File: src/rtl/binary_to_bcd_seq.sv
// binary_to_bcd_seq
//   Sequential double-dabble binary-to-BCD converter, one input bit per clock,
//   with valid/ready handshakes on the operand and result sides. Also reports
//   the number of significant decimal digits for leading-zero blanking.
//
// Ports:
//   clk        rising-edge clock
//   rst_n      asynchronous active-low reset
//   in_valid   in_data is valid
//   in_ready   block can accept a new operand (IDLE)
//   in_data    unsigned binary operand, BIN_W bits
//   out_valid  out_bcd / out_ndig are valid (DONE)
//   out_ready  consumer accepts the result
//   out_bcd    packed BCD, digit k in [4k+3:4k], digit 0 = ones
//   out_ndig   significant digit count, 1..DIGITS (zero reports 1)
//   busy       high while converting or holding a result
module binary_to_bcd_seq #(
  parameter int BIN_W  = 16,
  parameter int DIGITS = 5,
  parameter int NDIG_W = $clog2(DIGITS + 1)
) (
  input  logic                  clk,
  input  logic                  rst_n,
  input  logic                  in_valid,
  output logic                  in_ready,
  input  logic [BIN_W-1:0]      in_data,
  output logic                  out_valid,
  input  logic                  out_ready,
  output logic [4*DIGITS-1:0]   out_bcd,
  output logic [NDIG_W-1:0]     out_ndig,
  output logic                  busy
);

  localparam int BCD_W = 4 * DIGITS;
  localparam int CNT_W = (BIN_W > 1) ? $clog2(BIN_W) : 1;

  // Decimal digits needed for the largest BIN_W-bit value.
  function automatic int unsigned digits_needed(input int unsigned w);
    longint unsigned v;
    int unsigned     n;
    v = (64'd1 << w) - 64'd1;
    n = 1;
    while (v >= 64'd10) begin
      v = v / 64'd10;
      n = n + 1;
    end
    return n;
  endfunction

  if (BIN_W < 1 || BIN_W > 32) begin : g_bad_width
    $error("binary_to_bcd_seq: BIN_W must be in 1..32");
  end
  if (DIGITS < int'(digits_needed(BIN_W))) begin : g_bad_digits
    $error("binary_to_bcd_seq: DIGITS too small for BIN_W");
  end

  typedef enum logic [1:0] {IDLE, SHIFT, DONE} state_t;

  state_t             state_q, state_d;
  logic [BIN_W-1:0]   sr_q;
  logic [BCD_W-1:0]   acc_q;
  logic [CNT_W-1:0]   cnt_q;
  logic [BCD_W-1:0]   bcd_q;
  logic [NDIG_W-1:0]  ndig_q;

  logic [BCD_W-1:0]   acc_adj;
  logic [BCD_W-1:0]   acc_shift;
  logic [NDIG_W-1:0]  ndig_next;

  // Add-3 correction per digit (no inter-digit carry), then shift the
  // binary MSB into digit 0 bit 0.
  always_comb begin
    acc_adj = '0;
    for (int unsigned k = 0; k < DIGITS; k++) begin
      if (acc_q[4*k +: 4] >= 4'd5) acc_adj[4*k +: 4] = acc_q[4*k +: 4] + 4'd3;
      else                         acc_adj[4*k +: 4] = acc_q[4*k +: 4];
    end
    acc_shift = {acc_adj[BCD_W-2:0], sr_q[BIN_W-1]};
  end

  // Significant digits of the value about to be latched into DONE.
  always_comb begin
    ndig_next = NDIG_W'(1);
    for (int unsigned k = 0; k < DIGITS; k++) begin
      if (acc_shift[4*k +: 4] != 4'd0) ndig_next = NDIG_W'(k + 1);
    end
  end

  // State register
  always_ff @(posedge clk or negedge rst_n) begin
    if (!rst_n) state_q <= IDLE;
    else        state_q <= state_d;
  end

  // Next-state logic
  always_comb begin
    state_d = state_q;
    case (state_q)
      IDLE:    if (in_valid)       state_d = SHIFT;
      SHIFT:   if (cnt_q == '0)    state_d = DONE;
      DONE:    if (out_ready)      state_d = IDLE;
      default:                     state_d = IDLE;
    endcase
  end

  // Output decode
  always_comb begin
    in_ready  = (state_q == IDLE);
    out_valid = (state_q == DONE);
    busy      = (state_q != IDLE);
    out_bcd   = bcd_q;
    out_ndig  = ndig_q;
  end

  // Datapath
  always_ff @(posedge clk or negedge rst_n) begin
    if (!rst_n) begin
      sr_q   <= '0;
      acc_q  <= '0;
      cnt_q  <= '0;
      bcd_q  <= '0;
      ndig_q <= NDIG_W'(1);
    end else begin
      case (state_q)
        IDLE: begin
          if (in_valid) begin
            sr_q  <= in_data;
            acc_q <= '0;
            cnt_q <= CNT_W'(BIN_W - 1);
          end
        end
        SHIFT: begin
          sr_q  <= sr_q << 1;
          acc_q <= acc_shift;
          cnt_q <= cnt_q - 1'b1;
          // Result registers load only on the DONE entry edge so they stay
          // stable through DONE and hold afterwards.
          if (cnt_q == '0) begin
            bcd_q  <= acc_shift;
            ndig_q <= ndig_next;
          end
        end
        default: ;
      endcase
    end
  end

endmodule

File: config.mk
export PLATFORM = sky130hd
export DESIGN_NAME = binary_to_bcd_seq
export DESIGN_NICKNAME = d
export VERILOG_FILES = /design/src/rtl/binary_to_bcd_seq.sv
export SDC_FILE = /design/constraint.sdc
export NUM_CORES = 1
export LEC_CHECK = 0
export CAP_MARGIN = 20
export CORE_UTILIZATION = 40
export DETAILED_ROUTE_END_ITERATION = 7
export GPL_TIMING_DRIVEN = 0
export SETUP_SLACK_MARGIN = 0.1
export SLEW_MARGIN = 10
export SYNTH_ARGS = -nofsm -noshare
export SYNTH_HDL_FRONTEND = slang
export SYNTH_SLANG_ARGS = --single-unit
File: constraint.sdc
create_clock -name clk -period 3.8 [get_ports clk]
set_input_delay 0.76 -clock clk [delete_from_list [all_inputs] [get_ports clk]]
set_output_delay 0.76 -clock clk [all_outputs]
set_load 0.005 [all_outputs]
==> After elaboration in Yosys (flattened, before gate mapping) <==
Cells that the tools add are included.
Widths: inputs -> output; s select.
{ "word_totals": {"ff_bits": 65, "inputBits": 20, "wordCells": 52} }
{ "classes": {"reduce_logical": 11, "n_eq_ne": 5, "n_addsub": 6, "order_cmp": 5, "mux": 19} }
{ "ops": {"columns": ["operator", "count"], "rows": [
  ["$pmux 20 s2", 1],
  ["$pmux 16 s2", 1],
  ["$ge 4x3->1 const B", 5],
  ["$mux 20", 1],
  ["$mux 4", 5],
  ["$add 4x2->4 const B", 4],
  ["$mux 16", 1],
  ["$reduce_bool 4->1", 4],
  ["$mux 3", 4],
  ["$mux 2", 4],
  ["$pmux 4 s2", 1],
  ["$pmux 2 s3", 1],
  ["$logic_not 4->1", 1],
  ["$ne 2x2->1 const B", 2],
  ["$reduce_and 2->1", 2],
  ["$reduce_bool 2->1", 2],
  ["$sub 4x1->4 const B", 1],
  ["$add 3x2->3 const B", 1],
  ["$reduce_and 3->1", 1],
  ["$eq 2x1->1 const B", 1],
  ["$eq 2x2->1 const B", 1],
  ["$logic_not 2->1", 1],
  ["$ne 2x1->1 const B", 1]
]} }

==> Longest topological paths before layout <==
Gate-level depths: netlist (run 1).
{ "depth": {"ltp_word": 7, "depth_mapped": 7, "depth_no_buf": 7} }

==> Worst setup path after synthesis (run 1) <==
Ideal clock, no wire load.
{ "synth_timing": {"kind": "register to register", "from": "register acc_q[4]", "to": "register ndig_q[1] (netlist: out_ndig[1])", "synth_period_minus_slack_ns": 1.750, "arrival_ns": 1.629, "slack_ns": 2.050, "stages_incl_launch_ff": 8, "required_ns": 3.678, "path_cell_list": "dfrtp_1 -> inv_1 -> ha_1 -> nand2b_1 -> a21oi_2 -> mux2i_1 -> nand4b_1 -> a32o_1"} }
{ "synth_via": {"elab_chain_cells": 7} }
{ "synth_rtl": {"columns": ["element", "line_no", "rtl"], "rows": [
  ["start, declared", "61", "logic [BCD_W-1:0] acc_q;"],
  ["start signal, assigned", "134", "acc_q <= acc_shift;"],
  ["$add 4x2->4 or $ge 4x3->1 (tied branches)", "75", "if (acc_q[4*k +: 4] >= 4'd5) acc_adj[4*k +: 4] = acc_q[4*k +: 4] + 4'd3;"],
  ["$mux 4 *", "75", null],
  ["$reduce_bool 4->1", "85", "if (acc_shift[4*k +: 4] != 4'd0) ndig_next = NDIG_W'(k + 1);"],
  ["$mux 2", "85", null],
  ["$mux 3 * (3 in series)", "85", null],
  ["end signal, assigned", "140", "ndig_q <= ndig_next;"],
  ["end, declared", "64", "logic [NDIG_W-1:0] ndig_q;"]
]} }
Mark *: on every way between the ends. The rest lies on a longest branch, timed or not.
A chain may end at the register's enable or synchronous reset.

==> Worst setup path after layout (run 1) <==
{ "layout_timing": {"from": "register state_q[0]", "to": "output in_ready"} }
{ "layout_via": {"elab_chain_cells": 1} }
{ "layout_rtl": {"columns": ["element", "line_no", "rtl"], "rows": [
  ["start, declared", "59", "state_t state_q, state_d;"],
  ["start signal, assigned", "92", "else state_q <= state_d;"],
  ["$logic_not 2->1", "108", "in_ready = (state_q == IDLE);"],
  ["end, declared", "25", "output logic in_ready,"]
]} }
Every way passes these cells.

==> results.json, run 1 <==
{
  "status": "completed",
  "design_area_um2": 4024,
  "yosys_warnings": 0,
  "route.detailed.vias_per_inst": 5.249,
  "fmax_ghz": 0.3752,
  "cts-resized-gates": 0,
  "number_of_distinct_library_cell_variants_in_the_gate_level_netlist_after_synthesis": 42,
  "antenna_fix_cells": 0,
  "starting_utilization_of_the_core_area_pct": 41.76,
  "final_cells": 510,
  "drv_cap": 0,
  "register_area_um2": 1628,
  "largest_net_degree_at_the_start_of_global_routing": 50,
  "grt_first_pass_wirelength_mm": 13.62,
  "proportion_of_synthesized_flip_flops_having_asynchronous_set_or_reset_pct": 100.0,
  "cellPowerDensity_nw_per_um2": 846.2,
  "syn2layout_area_growth_pct": 23.41,
  "max-clock-path-buffers": 2,
  "core_um2": 7807,
  "met1Wirelength_mm": 3.904,
  "leakage_uw": 0.001739,
  "fillCellCount": 725,
  "grt_pass1_vias": 2703,
  "numClockSinks": 65,
  "ctsRootBufferMaster": "clkbuf_8",
  "dp_cells": 494,
  "total_routing_usage_gr_pct": 20.61,
  "wl_met3_um": 215,
  "synth_area_per_cell_um2": 9.424,
  "path_delay_family": "buffers and inverters",
  "crit_path_start_kind": "register",
  "tightest_slew_ns": 0.5946,
  "routed_wl_mm": 7.802,
  "gp_congestion": 0.8194,
  "cts_tree": "yes",
  "die-height_um": 92.29,
  "vias": 2677,
  "worstPathMaxFanout": 10,
  "drc": 0,
  "finalCriticalPeriod_ns": 2.665,
  "timing.critical_path.buf_inv": 3,
  "timing.critical_path.arrival_ns": 1.91,
  "sequential_fraction_of_the_synthesis_area_pct": 49.92,
  "yosys_register_bits": 65,
  "finalCoreUtilization_pct": 51.54,
  "count_of_buffers_added_by_post_cts_timing_repair_for_setup": 0,
  "required_ns": 3.04,
  "syn-cell-area_um2": 3261,
  "final_hold_viol_count": 0,
  "clk-insertion-delay-late_ns": 0.34,
  "routed_wire_length_per_instance_um": 15.30,
  "timing.critical_path.slowest_cell_delay_ns": 0.49,
  "global_route.overflow_total": 0,
  "vdd_drop_max_mv": 0.2889,
  "layout.cells.most_common": "dfrtp_1",
  "number_of_synthesized_flops_with_an_enable_pin": 0,
  "drt_pass1_iterations": 4,
  "critPathKind": "register to output port",
  "cts.htree.levels": 3,
  "placed_cell_area_um2": 3864,
  "clock_skew_ns": 0.009482,
  "synth_area_leader_cell": "dfrtp_1",
  "synth_area_leaders": "dfrtp_1 49%, o21ai_0 7.5%, nand2_1 6.0%",
  "endpoint_kind": "output port",
  "initial_antenna_violation_count": 0,
  "detail_route.iter0.violations": 76,
  "final_min_period_over_clock_period_pct": 70.13,
  "multi_input_area_um2": 1509,
  "num_io_pins": 46,
  "port-buffer-count": 45,
  "wl_met2_mm": 3.535,
  "layout_common_cells": "64 x dfrtp_1, 52 x nand2_1, 49 x o21ai_0, 44 x clkdlybuf4s50_1, 30 x a21oi_1",
  "numCtsBuffers": 9,
  "place_hpwl_mm": 5.559,
  "crit_path_cell_trace": "clkbuf_1 -> or2_2 -> inv_1 -> clkdlybuf4s50_1",
  "fin_ws_ns": 1.135,
  "synth_top_flop_cell": "dfrtp_1",
  "rsz0062_at_grt": "false",
  "finalSetupViolations": 0,
  "die_ar_um2": 8517,
  "timing_max_transition_violations_final": 0,
  "netlist.area_leader.share_pct": 49.12,
  "cts_hold_buf": 0,
  "pre_cts_slack_ns": 1.075,
  "final_antenna_net_count": 0,
  "clk_pin_slew_worst_paths_ns": 0.07,
  "die_w_um": 92.29,
  "synth_fp_nets": 377,
  "holdCritPathClass": "input pin to asynchronous set/reset pin",
  "number_of_placement_rows": 32,
  "critical_path.slowest_cell": "clkdlybuf4s50_1",
  "design_power_total_uw": 3405,
  "post_route_cells_drive_above_1_share_pct": 7.353,
  "maxUsedRoutingLayer": "met4",
  "finalNetCount": 434,
  "timing.slew.headroom_pct": 60.36,
  "synthesis.instances": 346
}
cells by family (layout without fill, tap and decap cells):
logic type	Yosys count	count (layout)	share of synthesized area (%)
xor gates and xnor gates	5	5	1.343
DFF	65	65	49.92
AOI/OAI and AO/OA	118	118	21.45
adders and majority gates	11	11	4.221
buffers and inverters	31	93	3.799
and+or+nand+nor	110	110	17.31
muxes	6	6	1.957
power by group:
part           internal (uW)  total (uW)  switching (uW)
clock                    257         507             250
combinational            771        1650             877
sequential              1000        1250             248
total                   2030        3400            1370
flip-flops by register name, indices dropped and copies added, names as in the netlist:
signal    cells
out_bcd      20
acc_q        20
state_q       2
sr_q         16
out_ndig      3
cnt_q         4
worst paths after layout:
kind | to | slack, ns | from | cells after the start
setup / recovery | in_ready | 1.13 | state_q[0] | 4
hold / removal | acc_q[17] | 0.29 | rst_n | 1
setup reg to reg | out_ndig[1] | 1.80 | acc_q[4] | 7
hold reg to reg | out_bcd[14] | 0.48 | out_bcd[14] | 2
max in group asynchronous | out_bcd[7] | 2.99 | rst_n | 2
min in group clk | out_bcd[14] | 0.48 | out_bcd[14] | 2
cell usage after synthesis (2+ instances only):
cell type / instances
a21o_1: 2
a21oi_1: 30
a21oi_2: 2
a22oi_1: 15
a32o_1: 4
buf_2: 5
clkbuf_1: 11
dfrtp_1: 64
ha_1: 11
inv_1: 14
mux2_2: 3
mux2i_1: 3
nand2_1: 52
nand2b_1: 7
nand3b_1: 3
nor2_1: 7
nor2b_1: 17
nor3_1: 3
nor3b_1: 9
o21ai_0: 49
o21ai_1: 2
o22ai_1: 6
o31ai_1: 3
or2_2: 2
xnor2_1: 5
final cells by class:
class                   instances  area share, %
well taps                     102          3.172
clock buffers                  16          3.980
plain buffers                  17          1.772
inverters                      14          1.306
flip-flops and latches         65          40.45
multi-input cells             250          37.50
repair buffers                 46          11.82
per-layer routing:
metal  GRT usage, %  up-vias
met2          31.97       53
li1               -     1338
met3          3.234       14
met5              0        -
met1          28.85     1272
met4          8.073        0
stage by stage:
stage | hold slack (ns) | TNS, ns
3_3_place_gp | 0.4617 | -22.28
3_5_place_dp | 0.4623 | 0
6_report | 0.2862 | 0
5_1_grt | 0.2992 | 0
4_1_cts | 0.2920 | 0
2_1_floorplan | 0.4605 | 0
Note: power is estimated with default switching activity, not from simulation.
==> run 2: changes to the inputs <==
==> constraint.sdc (replaced) <==
create_clock -name clk -period 2.6 [get_ports clk]
set_input_delay 0.52 -clock clk [delete_from_list [all_inputs] [get_ports clk]]
set_output_delay 0.52 -clock clk [all_outputs]
set_load 0.005 [all_outputs]
==> results.json, run 2 (synthesized netlist as in run 1, its figures left out) <==
{
  "finalSetupViolations": 0,
  "die_ar_um2": 8517,
  "fmax_ghz": 0.4200,
  "global_route.overflow_total": 0,
  "cts-resized-gates": 0,
  "numClockSinks": 65,
  "largest_net_degree_at_the_start_of_global_routing": 50,
  "fillCellCount": 725,
  "max-clock-path-buffers": 2,
  "route.detailed.vias_per_inst": 5.271,
  "syn2layout_area_growth_pct": 23.48,
  "power_frac_clock_pct": 14.9,
  "globalRouteMet1Util_pct": 28.85,
  "routed_wire_length_per_instance_um": 15.39,
  "vdd_drop_max_mv": 0.4223,
  "num_io_pins": 46,
  "number_of_placement_rows": 32,
  "design_power_total_uw": 4988,
  "vias": 2688,
  "reg2reg_to": "out_ndig[1]",
  "routed_wl_mm": 7.850,
  "core_um2": 7807,
  "cts_tree": "yes",
  "multi_input_area_um2": 1509,
  "die-height_um": 92.29,
  "layout.cells.most_common": "dfrtp_1",
  "post_route_cells_drive_above_1_share_pct": 7.843,
  "leakage_uw": 0.001745,
  "timing.slew.headroom_pct": 59.64,
  "critPathKind": "register to output port",
  "place_hpwl_mm": 5.559,
  "register_area_um2": 1628,
  "endpoint_kind": "output port",
  "gp_congestion": 0.8194,
  "drt_pass1_iterations": 4,
  "die_w_um": 92.29,
  "grt_first_pass_wirelength_mm": 13.62,
  "ctsRootBufferMaster": "clkbuf_8",
  "initial_antenna_violation_count": 0,
  "drv_cap": 0,
  "power_frac_seq_pct": 36.7,
  "starting_utilization_of_the_core_area_pct": 41.76,
  "grt_use_met2_pct": 31.97,
  "clk-insertion-delay-late_ns": 0.34,
  "status": "completed",
  "final_antenna_net_count": 0,
  "power.share.combinational_pct": 48.4,
  "cts_hold_buf": 0,
  "finalCoreUtilization_pct": 51.57,
  "count_of_buffers_added_by_post_cts_timing_repair_for_setup": 0,
  "sw_frac_of_total_pct": 40.48,
  "clock_skew_ns": 0.008999,
  "crit_path_start_kind": "register",
  "total_routing_usage_gr_pct": 20.61,
  "cts.htree.levels": 3,
  "finalCriticalPeriod_ns": 2.381,
  "port-buffer-count": 45,
  "timing.reg2reg.worst_path_depth": 7,
  "holdCritPathClass": "input pin to asynchronous set/reset pin",
  "gr-usage-met3_pct": 3.234,
  "grt_pass1_vias": 2703,
  "layout_common_cells": "64 x dfrtp_1, 52 x nand2_1, 49 x o21ai_0, 44 x clkdlybuf4s50_1, 30 x a21oi_1",
  "clk_pin_slew_worst_paths_ns": 0.07,
  "antenna_fix_cells": 0,
  "regToRegSetupSlack_ns": 0.60,
  "detail_route.iter0.violations": 87,
  "p_int_uw": 2969,
  "timing.critical_path.arrival_ns": 1.86,
  "final_hold_viol_count": 0,
  "worstPathMaxFanout": 10,
  "timing_max_transition_violations_final": 0,
  "numCtsBuffers": 9,
  "rsz0062_at_grt": "false",
  "regToRegStartpoint": "acc_q[4]",
  "cellPowerDensity_nw_per_um2": 1239,
  "most_crowded_layer_gr": "met2",
  "required_ns": 2.08,
  "p_switching_uw": 2019,
  "drc": 0,
  "tightest_slew_ns": 0.6054,
  "finalNetCount": 434,
  "final_min_period_over_clock_period_pct": 91.58
}
run 2: cell counts in the layout (fill, tap and decap cells not counted):
No cell type changed its count.
run 2: how the worst max path moves through the flow:
stage	from	endpoint	slack (ns)	depth (start not counted)
after global routing	state_q[0]	in_ready	0.13	4
after detailed placement	in_valid	acc_q[17]	0.12	5
final	state_q[0]	in_ready	0.22	4
after global placement	rst_n	out_bcd[1]	-1.31	1
after floorplan	acc_q[4]	out_ndig[1]	0.85	7
after CTS	state_q[0]	in_ready	0.15	4
run 2: area by class of cell:
class                   count  share of cell area, %
well taps                 102                  3.170
flip-flops and latches     65                  40.43
clock buffers              16                  3.978
inverters                  14                  1.305
plain buffers              17                  1.833
multi-input cells         250                  37.48
repair buffers             46                  11.81
run 2: metrics by stage:
| stage | cells | area [um^2] | hold slack (ns) | setup WS (ns) | TNS, ns |
|---|---|---|---|---|---|
| final | 510 | 4026 | 0.04384 | 0.2190 | 0 |
| after global routing | 510 | 4026 | 0.05919 | 0.1263 | 0 |
| after CTS | 510 | 4024 | 0.05205 | 0.1478 | 0 |
| after detailed placement | 494 | 3864 | 0.4146 | 0.1154 | 0 |
| after global placement | 493 | 3839 | 0.4617 | -1.313 | -84.24 |
| after floorplan | 346 | 3261 | 0.2244 | 0.8498 | 0 |
run 2: metal layers:
layer	wire, um	vias to the layer above
met4	146	0
met3	273	14
met2	3530	61
li1	-	1336
met5	0	-
met1	3899	1277
run 2: worst max-delay path, stage by stage (launching register included):
cell             delay, ns
dfrtp_1               0.44
clkbuf_2              0.22
or2_2                 0.33
inv_1                 0.05
clkdlybuf4s50_1       0.49
run 2: power groups by stage:
| stage | sequential, uW | clock (uW) | combinational (uW) |
|---|---|---|---|
| after CTS | 1830 | 758 | 2440 |
| after detailed placement | 1840 | 0 | 2430 |
| after floorplan | 1770 | 0 | 1600 |
| after global placement | 1830 | 0 | 2370 |
| after global routing | 1890 | 801 | 2780 |
| final | 1830 | 745 | 2410 |
